--- src/rtl/decoder_scheduler_pkg.sv ---
// Shared constants, FSM state type and round-robin helper for the decoder
// scheduler. Holds the codeword / data / size widths and the largest legal
// size code that the shared decoder accepts.
package decoder_pkg;

  localparam int CW_W = 14;
  localparam int DW_W = 7;
  localparam int SZ_W = 3;
  localparam logic [SZ_W-1:0] MAX_SIZE = SZ_W'(4);

  typedef enum logic [1:0] {
    IDLE = 2'd0,
    WAIT = 2'd1,
    RESP = 2'd2
  } sched_state_t;

  // Next round-robin position after ptr, wrapping at n.
  function automatic int rr_next(input int ptr, input int n);
    return (ptr + 1 >= n) ? 0 : ptr + 1;
  endfunction

endpackage

--- src/rtl/decoder_scheduler_if.sv ---
// Requester-side job/response bundle of the decoder scheduler.
//   req_valid/req_ready  : per-requester job handshake (ready is one-hot)
//   req_string/req_size  : packed per-requester codeword and size code
//   rsp_valid/rsp_ready  : per-requester response handshake (valid is one-hot)
//   rsp_data/rsp_err     : shared response payload
// master = requester side, slave = scheduler side.
interface decoder_scheduler_if #(
  parameter int NUM_REQ = 4
);
  import decoder_pkg::*;

  logic [NUM_REQ-1:0]      req_valid;
  logic [NUM_REQ-1:0]      req_ready;
  logic [NUM_REQ*CW_W-1:0] req_string;
  logic [NUM_REQ*SZ_W-1:0] req_size;
  logic [NUM_REQ-1:0]      rsp_valid;
  logic [NUM_REQ-1:0]      rsp_ready;
  logic [DW_W-1:0]         rsp_data;
  logic                    rsp_err;

  modport master (
    output req_valid, req_string, req_size, rsp_ready,
    input  req_ready, rsp_valid, rsp_data, rsp_err
  );

  modport slave (
    input  req_valid, req_string, req_size, rsp_ready,
    output req_ready, rsp_valid, rsp_data, rsp_err
  );

endinterface

--- src/rtl/decoder_scheduler_rr_arbiter.sv ---
// Combinational round-robin pick.
//   req_i   : request vector
//   ptr_i   : highest-priority position
//   grant_o : one-hot grant on the first request at or after ptr_i (wrapping)
//   idx_o   : index of the granted request
//   any_o   : 1 when any request is present
module rr_arbiter #(
  parameter  int N  = 4,
  localparam int IW = $clog2(N)
) (
  input  logic [N-1:0]  req_i,
  input  logic [IW-1:0] ptr_i,
  output logic [N-1:0]  grant_o,
  output logic [IW-1:0] idx_o,
  output logic          any_o
);

  int pos;

  always_comb begin
    grant_o = '0;
    idx_o   = '0;
    any_o   = 1'b0;
    pos     = 0;
    for (int i = 0; i < N; i++) begin
      pos = int'(ptr_i) + i;
      if (pos >= N) pos = pos - N;
      if (!any_o && req_i[pos[IW-1:0]]) begin
        any_o                  = 1'b1;
        grant_o[pos[IW-1:0]]   = 1'b1;
        idx_o                  = pos[IW-1:0];
      end
    end
  end

endmodule

--- src/rtl/decoder_scheduler.sv ---
// Shares one decoder between NUM_REQ requesters. Jobs are accepted one at a
// time in round-robin order, run on the decoder with a timeout, and the
// result is returned to the owning requester.
//   clk, rst     : clock, asynchronous active-high reset
//   req_if       : requester job / response bundle (slave side)
//   dec_enable   : decoder enable, high for the whole WAIT state
//   dec_rstring  : codeword to decoder (0 outside WAIT)
//   dec_size     : size code to decoder (0 outside WAIT)
//   dec_dstring  : decoded data from decoder
//   dec_done     : decoder completion
//   busy         : 1 whenever the scheduler is not IDLE
//
// state | meaning
// IDLE  | waiting for a job; req_ready one-hot on the round-robin grant
// WAIT  | decoder enabled, waiting for done or timeout
// RESP  | rsp_valid to owner, holding data/err until owner accepts
module decoder_scheduler
  import decoder_pkg::*;
#(
  parameter int NUM_REQ = 4,
  parameter int TIMEOUT = 31
) (
  input  logic              clk,
  input  logic              rst,
  decoder_scheduler_if.slave req_if,
  output logic              dec_enable,
  output logic [CW_W-1:0]   dec_rstring,
  output logic [SZ_W-1:0]   dec_size,
  input  logic [DW_W-1:0]   dec_dstring,
  input  logic              dec_done,
  output logic              busy
);

  localparam int PTR_W = $clog2(NUM_REQ);
  localparam int CNT_W = $clog2(TIMEOUT + 1);
  localparam logic [CNT_W-1:0] CNT_LAST = CNT_W'(TIMEOUT - 1);

  sched_state_t     state_q, state_d;
  logic [PTR_W-1:0] ptr_q, ptr_d;
  logic [PTR_W-1:0] owner_q, owner_d;
  logic [CW_W-1:0]  str_q, str_d;
  logic [SZ_W-1:0]  size_q, size_d;
  logic [CNT_W-1:0] cnt_q, cnt_d;
  logic [DW_W-1:0]  data_q, data_d;
  logic             err_q, err_d;

  logic [NUM_REQ-1:0] grant;
  logic [PTR_W-1:0]   grant_idx;
  logic               grant_any;
  logic [CW_W-1:0]    sel_str;
  logic [SZ_W-1:0]    sel_size;

  rr_arbiter #(.N(NUM_REQ)) u_arb (
    .req_i   (req_if.req_valid),
    .ptr_i   (ptr_q),
    .grant_o (grant),
    .idx_o   (grant_idx),
    .any_o   (grant_any)
  );

  always_comb begin
    sel_str  = '0;
    sel_size = '0;
    for (int i = 0; i < NUM_REQ; i++) begin
      if (grant_idx == PTR_W'(i)) begin
        sel_str  = req_if.req_string[i*CW_W +: CW_W];
        sel_size = req_if.req_size[i*SZ_W +: SZ_W];
      end
    end
  end

  always_ff @(posedge clk or posedge rst) begin
    if (rst) begin
      state_q <= IDLE;
      ptr_q   <= '0;
      owner_q <= '0;
      str_q   <= '0;
      size_q  <= '0;
      cnt_q   <= '0;
      data_q  <= '0;
      err_q   <= 1'b0;
    end else begin
      state_q <= state_d;
      ptr_q   <= ptr_d;
      owner_q <= owner_d;
      str_q   <= str_d;
      size_q  <= size_d;
      cnt_q   <= cnt_d;
      data_q  <= data_d;
      err_q   <= err_d;
    end
  end

  always_comb begin
    state_d = state_q;
    ptr_d   = ptr_q;
    owner_d = owner_q;
    str_d   = str_q;
    size_d  = size_q;
    cnt_d   = cnt_q;
    data_d  = data_q;
    err_d   = err_q;
    case (state_q)
      IDLE: begin
        if (grant_any) begin
          str_d   = sel_str;
          size_d  = sel_size;
          owner_d = grant_idx;
          if (sel_size <= MAX_SIZE) begin
            state_d = WAIT;
          end else begin
            err_d   = 1'b1;
            data_d  = '0;
            state_d = RESP;
          end
        end
      end
      WAIT: begin
        cnt_d = cnt_q + CNT_W'(1);
        // cnt_q == 0 is the first WAIT cycle: a done still high from the
        // previous job must not complete this one. Done beats timeout.
        if (dec_done && (cnt_q != '0)) begin
          data_d  = dec_dstring;
          err_d   = 1'b0;
          state_d = RESP;
        end else if (cnt_q == CNT_LAST) begin
          data_d  = '0;
          err_d   = 1'b1;
          state_d = RESP;
        end
      end
      RESP: begin
        if (req_if.rsp_ready[owner_q]) begin
          ptr_d   = PTR_W'(rr_next(int'(owner_q), NUM_REQ));
          cnt_d   = '0;
          state_d = IDLE;
        end
      end
      default: state_d = IDLE;
    endcase
  end

  // Gated by rst so no job can be offered while reset is asserted.
  assign req_if.req_ready = (state_q == IDLE && !rst) ? grant : '0;
  assign req_if.rsp_valid = (state_q == RESP) ? (NUM_REQ'(1) << owner_q) : '0;
  assign req_if.rsp_data  = data_q;
  assign req_if.rsp_err   = err_q;

  assign dec_enable  = (state_q == WAIT);
  assign dec_rstring = (state_q == WAIT) ? str_q : '0;
  assign dec_size    = (state_q == WAIT) ? size_q : '0;
  assign busy        = (state_q != IDLE);

endmodule
--- src/flat_wrapper.sv ---
// flat-port wrapper written by rule: the top's interface ports become plain ports
module decoder_scheduler_flat import decoder_pkg::*;
#(
  parameter int NUM_REQ = 4,
  parameter int TIMEOUT = 31
)
  (clk, rst, dec_enable, dec_rstring, dec_size, dec_dstring, dec_done, busy, req_if_req_valid, req_if_req_string, req_if_req_size, req_if_rsp_ready, req_if_req_ready, req_if_rsp_valid, req_if_rsp_data, req_if_rsp_err);
  decoder_scheduler_if #(.NUM_REQ(NUM_REQ)) req_if_i ();
  input  logic clk;
  input  logic rst;
  output logic dec_enable;
  output logic [CW_W-1:0] dec_rstring;
  output logic [SZ_W-1:0] dec_size;
  input  logic [DW_W-1:0] dec_dstring;
  input  logic dec_done;
  output logic busy;
  input wire logic [$bits(req_if_i.req_valid)-1:0] req_if_req_valid;
  input wire logic [$bits(req_if_i.req_string)-1:0] req_if_req_string;
  input wire logic [$bits(req_if_i.req_size)-1:0] req_if_req_size;
  input wire logic [$bits(req_if_i.rsp_ready)-1:0] req_if_rsp_ready;
  output wire logic [$bits(req_if_i.req_ready)-1:0] req_if_req_ready;
  output wire logic [$bits(req_if_i.rsp_valid)-1:0] req_if_rsp_valid;
  output wire logic [$bits(req_if_i.rsp_data)-1:0] req_if_rsp_data;
  output wire logic [$bits(req_if_i.rsp_err)-1:0] req_if_rsp_err;
  assign req_if_i.req_valid = req_if_req_valid;
  assign req_if_i.req_string = req_if_req_string;
  assign req_if_i.req_size = req_if_req_size;
  assign req_if_i.rsp_ready = req_if_rsp_ready;
  assign req_if_req_ready = req_if_i.req_ready;
  assign req_if_rsp_valid = req_if_i.rsp_valid;
  assign req_if_rsp_data = req_if_i.rsp_data;
  assign req_if_rsp_err = req_if_i.rsp_err;
  decoder_scheduler #(.NUM_REQ(NUM_REQ), .TIMEOUT(TIMEOUT)) u_core (.clk(clk), .rst(rst), .req_if(req_if_i), .dec_enable(dec_enable), .dec_rstring(dec_rstring), .dec_size(dec_size), .dec_dstring(dec_dstring), .dec_done(dec_done), .busy(busy));
endmodule
--- config.mk ---
export PLATFORM = sky130hd
export DESIGN_NAME = decoder_scheduler_flat
export DESIGN_NICKNAME = d
export VERILOG_FILES = /design/src/rtl/decoder_scheduler_pkg.sv /design/src/rtl/decoder_scheduler_if.sv /design/src/rtl/decoder_scheduler_rr_arbiter.sv /design/src/rtl/decoder_scheduler.sv /design/src/flat_wrapper.sv
export SDC_FILE = /design/constraint.sdc
export NUM_CORES = 1
export LEC_CHECK = 0
export CAP_MARGIN = 20
export CORE_MARGIN = 2
export CORE_UTILIZATION = 33
export DETAILED_ROUTE_END_ITERATION = 8
export GPL_TIMING_DRIVEN = 0
export PLACE_DENSITY = 0.64
export SLEW_MARGIN = 20
export SYNTH_ARGS = -nofsm -noshare
export SYNTH_HDL_FRONTEND = slang
export SYNTH_SLANG_ARGS = --single-unit
--- constraint.sdc ---
create_clock -name clk -period 5.6 [get_ports clk]
set_input_delay 1.12 -clock clk [delete_from_list [all_inputs] [get_ports clk]]
set_output_delay 1.12 -clock clk [all_outputs]
set_load 0.01 [all_outputs]
==> results.md <==
- Status: finished clean
- Slowest stage delay, CP: 590 ps
- Combinational share of power: 71.1%
- Num CTS Buffers: 5
- Total power: 2.321 mW
- Max Clock Freq: 196.5 MHz
- Root Buffer: clkbuf_8
- Switching power: 1.072 mW
- Worst slew margin: 59.89%
- Hold Path Class: reg2reg
- Final hold vios: 0
- CP max stage cell: ha_1
- Post-DR wirelength/cell: 16.02 µm
- CP top delay family: buffers and inverters
- Fraction of registers with async set or reset after synthesis: 100.0%
- Antenna fix cells: 0
- Main combinational cell family by area after synthesis: compound AO/OA/AOI/OAI gates
- Die span in x: 99.93 µm
- Final Util: 49.45%
- Placed Cells: 558
- CTS tree: yes
- Tcrit/Tclk final: 90.88%
- Initial detailed-routing violation count: 104
- Peak supply drop: 0.1752 mV
- Layout Cells excl Fill: 565
- Hold path startpoint: u_core.size_q[0]
- Synth area leaders: dfrtp_1 (30%), mux2i_1 (7.6%), ha_1 (5.8%)
- Layout overhead on the synthesized area: 47.63%
- Final slew viol count: 0
- DP HPWL: 6.931 mm
- Clk buf depth: 2
- Pleak: 1.795 nW
- Worst Path Required: 4480 ps
- Site Rows: 35
- Critical Path Sink Type: output pin
- RSZ-0062 raised after global routing: no
- H-tree Lvls: 2
- Vias in the first global route: 2983
- Synth Flop Type: dfrtp_1
- Critical Path Fanout Max: 12
- Ys Warns: 0
- Detailed Routing Iterations Pass 1: 4
- Mean post-synth cell area: 9.315 µm²
- Vias: 2999
- Vias/cell: 5.308
- Clk_skew: 7.084 ps
- # hold bufs at CTS: 0
- GRT overflow: 0
- Antenna-violating nets left: 0
- Simple-Gate Fraction of Synth Area: 17.47%
- Post-synth EDFFs: 0
- Hold Path Stages: 2
- Worst Setup SP: u_core.ptr_q[0]
- Final wirelength: 9.052 mm
- Post-Syn Instances: 326
- Number of port buffers: 120
- Internal: 1.249 mW
- Synth Area in XOR/XNOR: 0.5768%
- Clk network pwr share: 8.3%
- Compound-gate portion of the synthesized area: 23.49%
- Netlist cell types: 48
- Worst setup path class: reg2out
- Worst r2r src: u_core.ptr_q[0]
- Mux cell area share after synthesis: 17.59%
- Crit path depth: 11
- Critical Path, Cell by Cell: buf_2 -> inv_1 -> clkbuf_1 -> ha_1 -> mux4_2 -> clkbuf_1 -> a22oi_1 -> nor2_1 -> a221oi_1 -> nor2_1 -> clkdlybuf4s50_1
- Total GRT Usage: 18.09%
- Die area: 9985 µm²
- Setup TNS: 0 ps
- Switching share of total power: 46.20%
- Fin crit period: 5089 ps
- Layout cells sized above 1: 9.251%
- GP Congestion: 0.8478
- Most instantiated cells after synthesis: dfrtp_1 (36), and2_1 (25), mux2i_1 (23)
- Core outline area: 9065 µm²
- Adder-cell share of the synthesized area: 5.768%
- Post-synthesis sequential area ratio: 29.67%
- Post-Synthesis Cell Area: 3037 µm²
- Initial antenna violation count: 0
- Pwr dens: 517.7 nW/µm²
- Clk Latency, worst-skew pair: 280 ps
- CTS Sinks: 36
- Die height: 99.93 µm
- FF+latch count, synth: 36
- Area leader, netlist: dfrtp_1
- I/O pin count: 121
- Arr. time, crit path: 3970 ps
- Count leader, synth: dfrtp_1
- Post-CTS Setup Inserts: 0
- First-pass GRT wire length: 14.57 mm
- Max-cap violation count: 0
- Post-cts resize count: 0
- DRC: 0
- Initial Utilization: 33.50%
- Fin nets: 553
- Cells on worst reg2reg path: 12
- Endpoints failing setup: 0
- Worst-margin pin slew: 601.7 ps
- Top cell type's share of synthesized area: 29.67%
- CP Launch Type: flip-flop
- Syn_nets: 426
- Buf/Inv on CP: 5
- Sequential share of power: 20.6%
- Fillers: 835
- Largest net degree at the start of global routing: 29
- Reg clk slew, reported paths: 70 ps
## cell type report
class | count | area [µm²] | area share, %
plain buffers | 24 | 112.6 | 2.512
repair buffers | 121 | 1221 | 27.24
inverters | 13 | 48.80 | 1.088
flip-flops and latches | 36 | 900.9 | 20.09
clock buffers | 8 | 90.09 | 2.009
multi-input cells | 252 | 1971 | 43.96
well taps | 111 | 138.9 | 3.098
## path summary, 6_finish.rpt
check | to | slack, ps
setup reg to reg | u_core.str_q[10] | 1440
hold reg to reg | u_core.size_q[0] | 470
max in group asynchronous | u_core.size_q[1] | 4090
setup / recovery | req_if_req_ready[1] | 510
hold / removal | u_core.size_q[0] | 470
min in group asynchronous | u_core.cnt_q[2] | 1090
## power by group through the flow
stage	clock, mW	sequential, mW	combinational [mW]
floorplan	0	0.470	1.13
global placement	0	0.478	1.63
finish	0.192	0.478	1.65
detailed placement	0	0.484	1.65
global route	0.205	0.496	1.83
CTS	0.196	0.479	1.66
## layout by cell type (no fill, tap or decap), types with 5 or more instances in the layout
cell	instances
mux2_2	15
o21ai_0	11
clkbuf_8	6
mux2i_1	23
a32o_1	8
a22oi_1	18
and2_1	25
ha_1	14
nor2_1	17
dfrtp_1	36
nor3_1	6
clkbuf_1	20
inv_1	12
clkdlybuf4s50_1	120
nand3_1	12
a21oi_1	9
nor2b_1	5
nand2_1	16
o31ai_1	16
## cell families after synthesis
group	Yosys count
XOR/XNOR	2
multiplexers	46
buffers and inverters	38
flip-flops	36
AND/OR/NAND/NOR	99
AO/OA/AOI/OAI	91
adder cells (fa/ha/maj)	14
## layer usage
| layer | track usage (%) | part of all wire, % | vias to the layer above |
|---|---|---|---|
| met3 | 3.552 | 5.6 | 8 |
| met2 | 31.60 | 49 | 95 |
| met5 | 0 | 0 | - |
| met1 | 23.47 | 44 | 1413 |
| met4 | 3.477 | 1.1 | 0 |
| li1 | - | - | 1483 |
## through the flow
step                area, µm²  setup WS (ps)  hold slack, ps
global route             4483          169.9           503.1
CTS                      4487          364.1           480.5
floorplan                3037           1700           441.0
detailed placement       4397          681.7           463.4
finish                   4483          510.8           473.9
global placement         4377          654.8           455.2
## flip-flops by register name, indices dropped and copies added (netlist names)
| register | count |
|---|---|
| u_core.str_q | 14 |
| u_core.req_if.rsp_data | 7 |
| u_core.cnt_q | 5 |
| u_core.size_q | 3 |
| u_core.owner_q | 2 |
| u_core.ptr_q | 2 |
| u_core.state_q | 2 |
| u_core.req_if.rsp_err | 1 |
## worst reg2reg max path, stage by stage, from the launching register on
cell and delay [ps]:
dfrtp_1 550, buf_2 280, inv_1 100, clkbuf_1 300
ha_1 590, mux4_2 400, clkbuf_1 440, a21oi_1 170
o31ai_2 240, buf_2 320, mux2_2 380, a22oi_1 160
o31ai_1 100
Note: power is estimated with default switching activity, not from simulation.
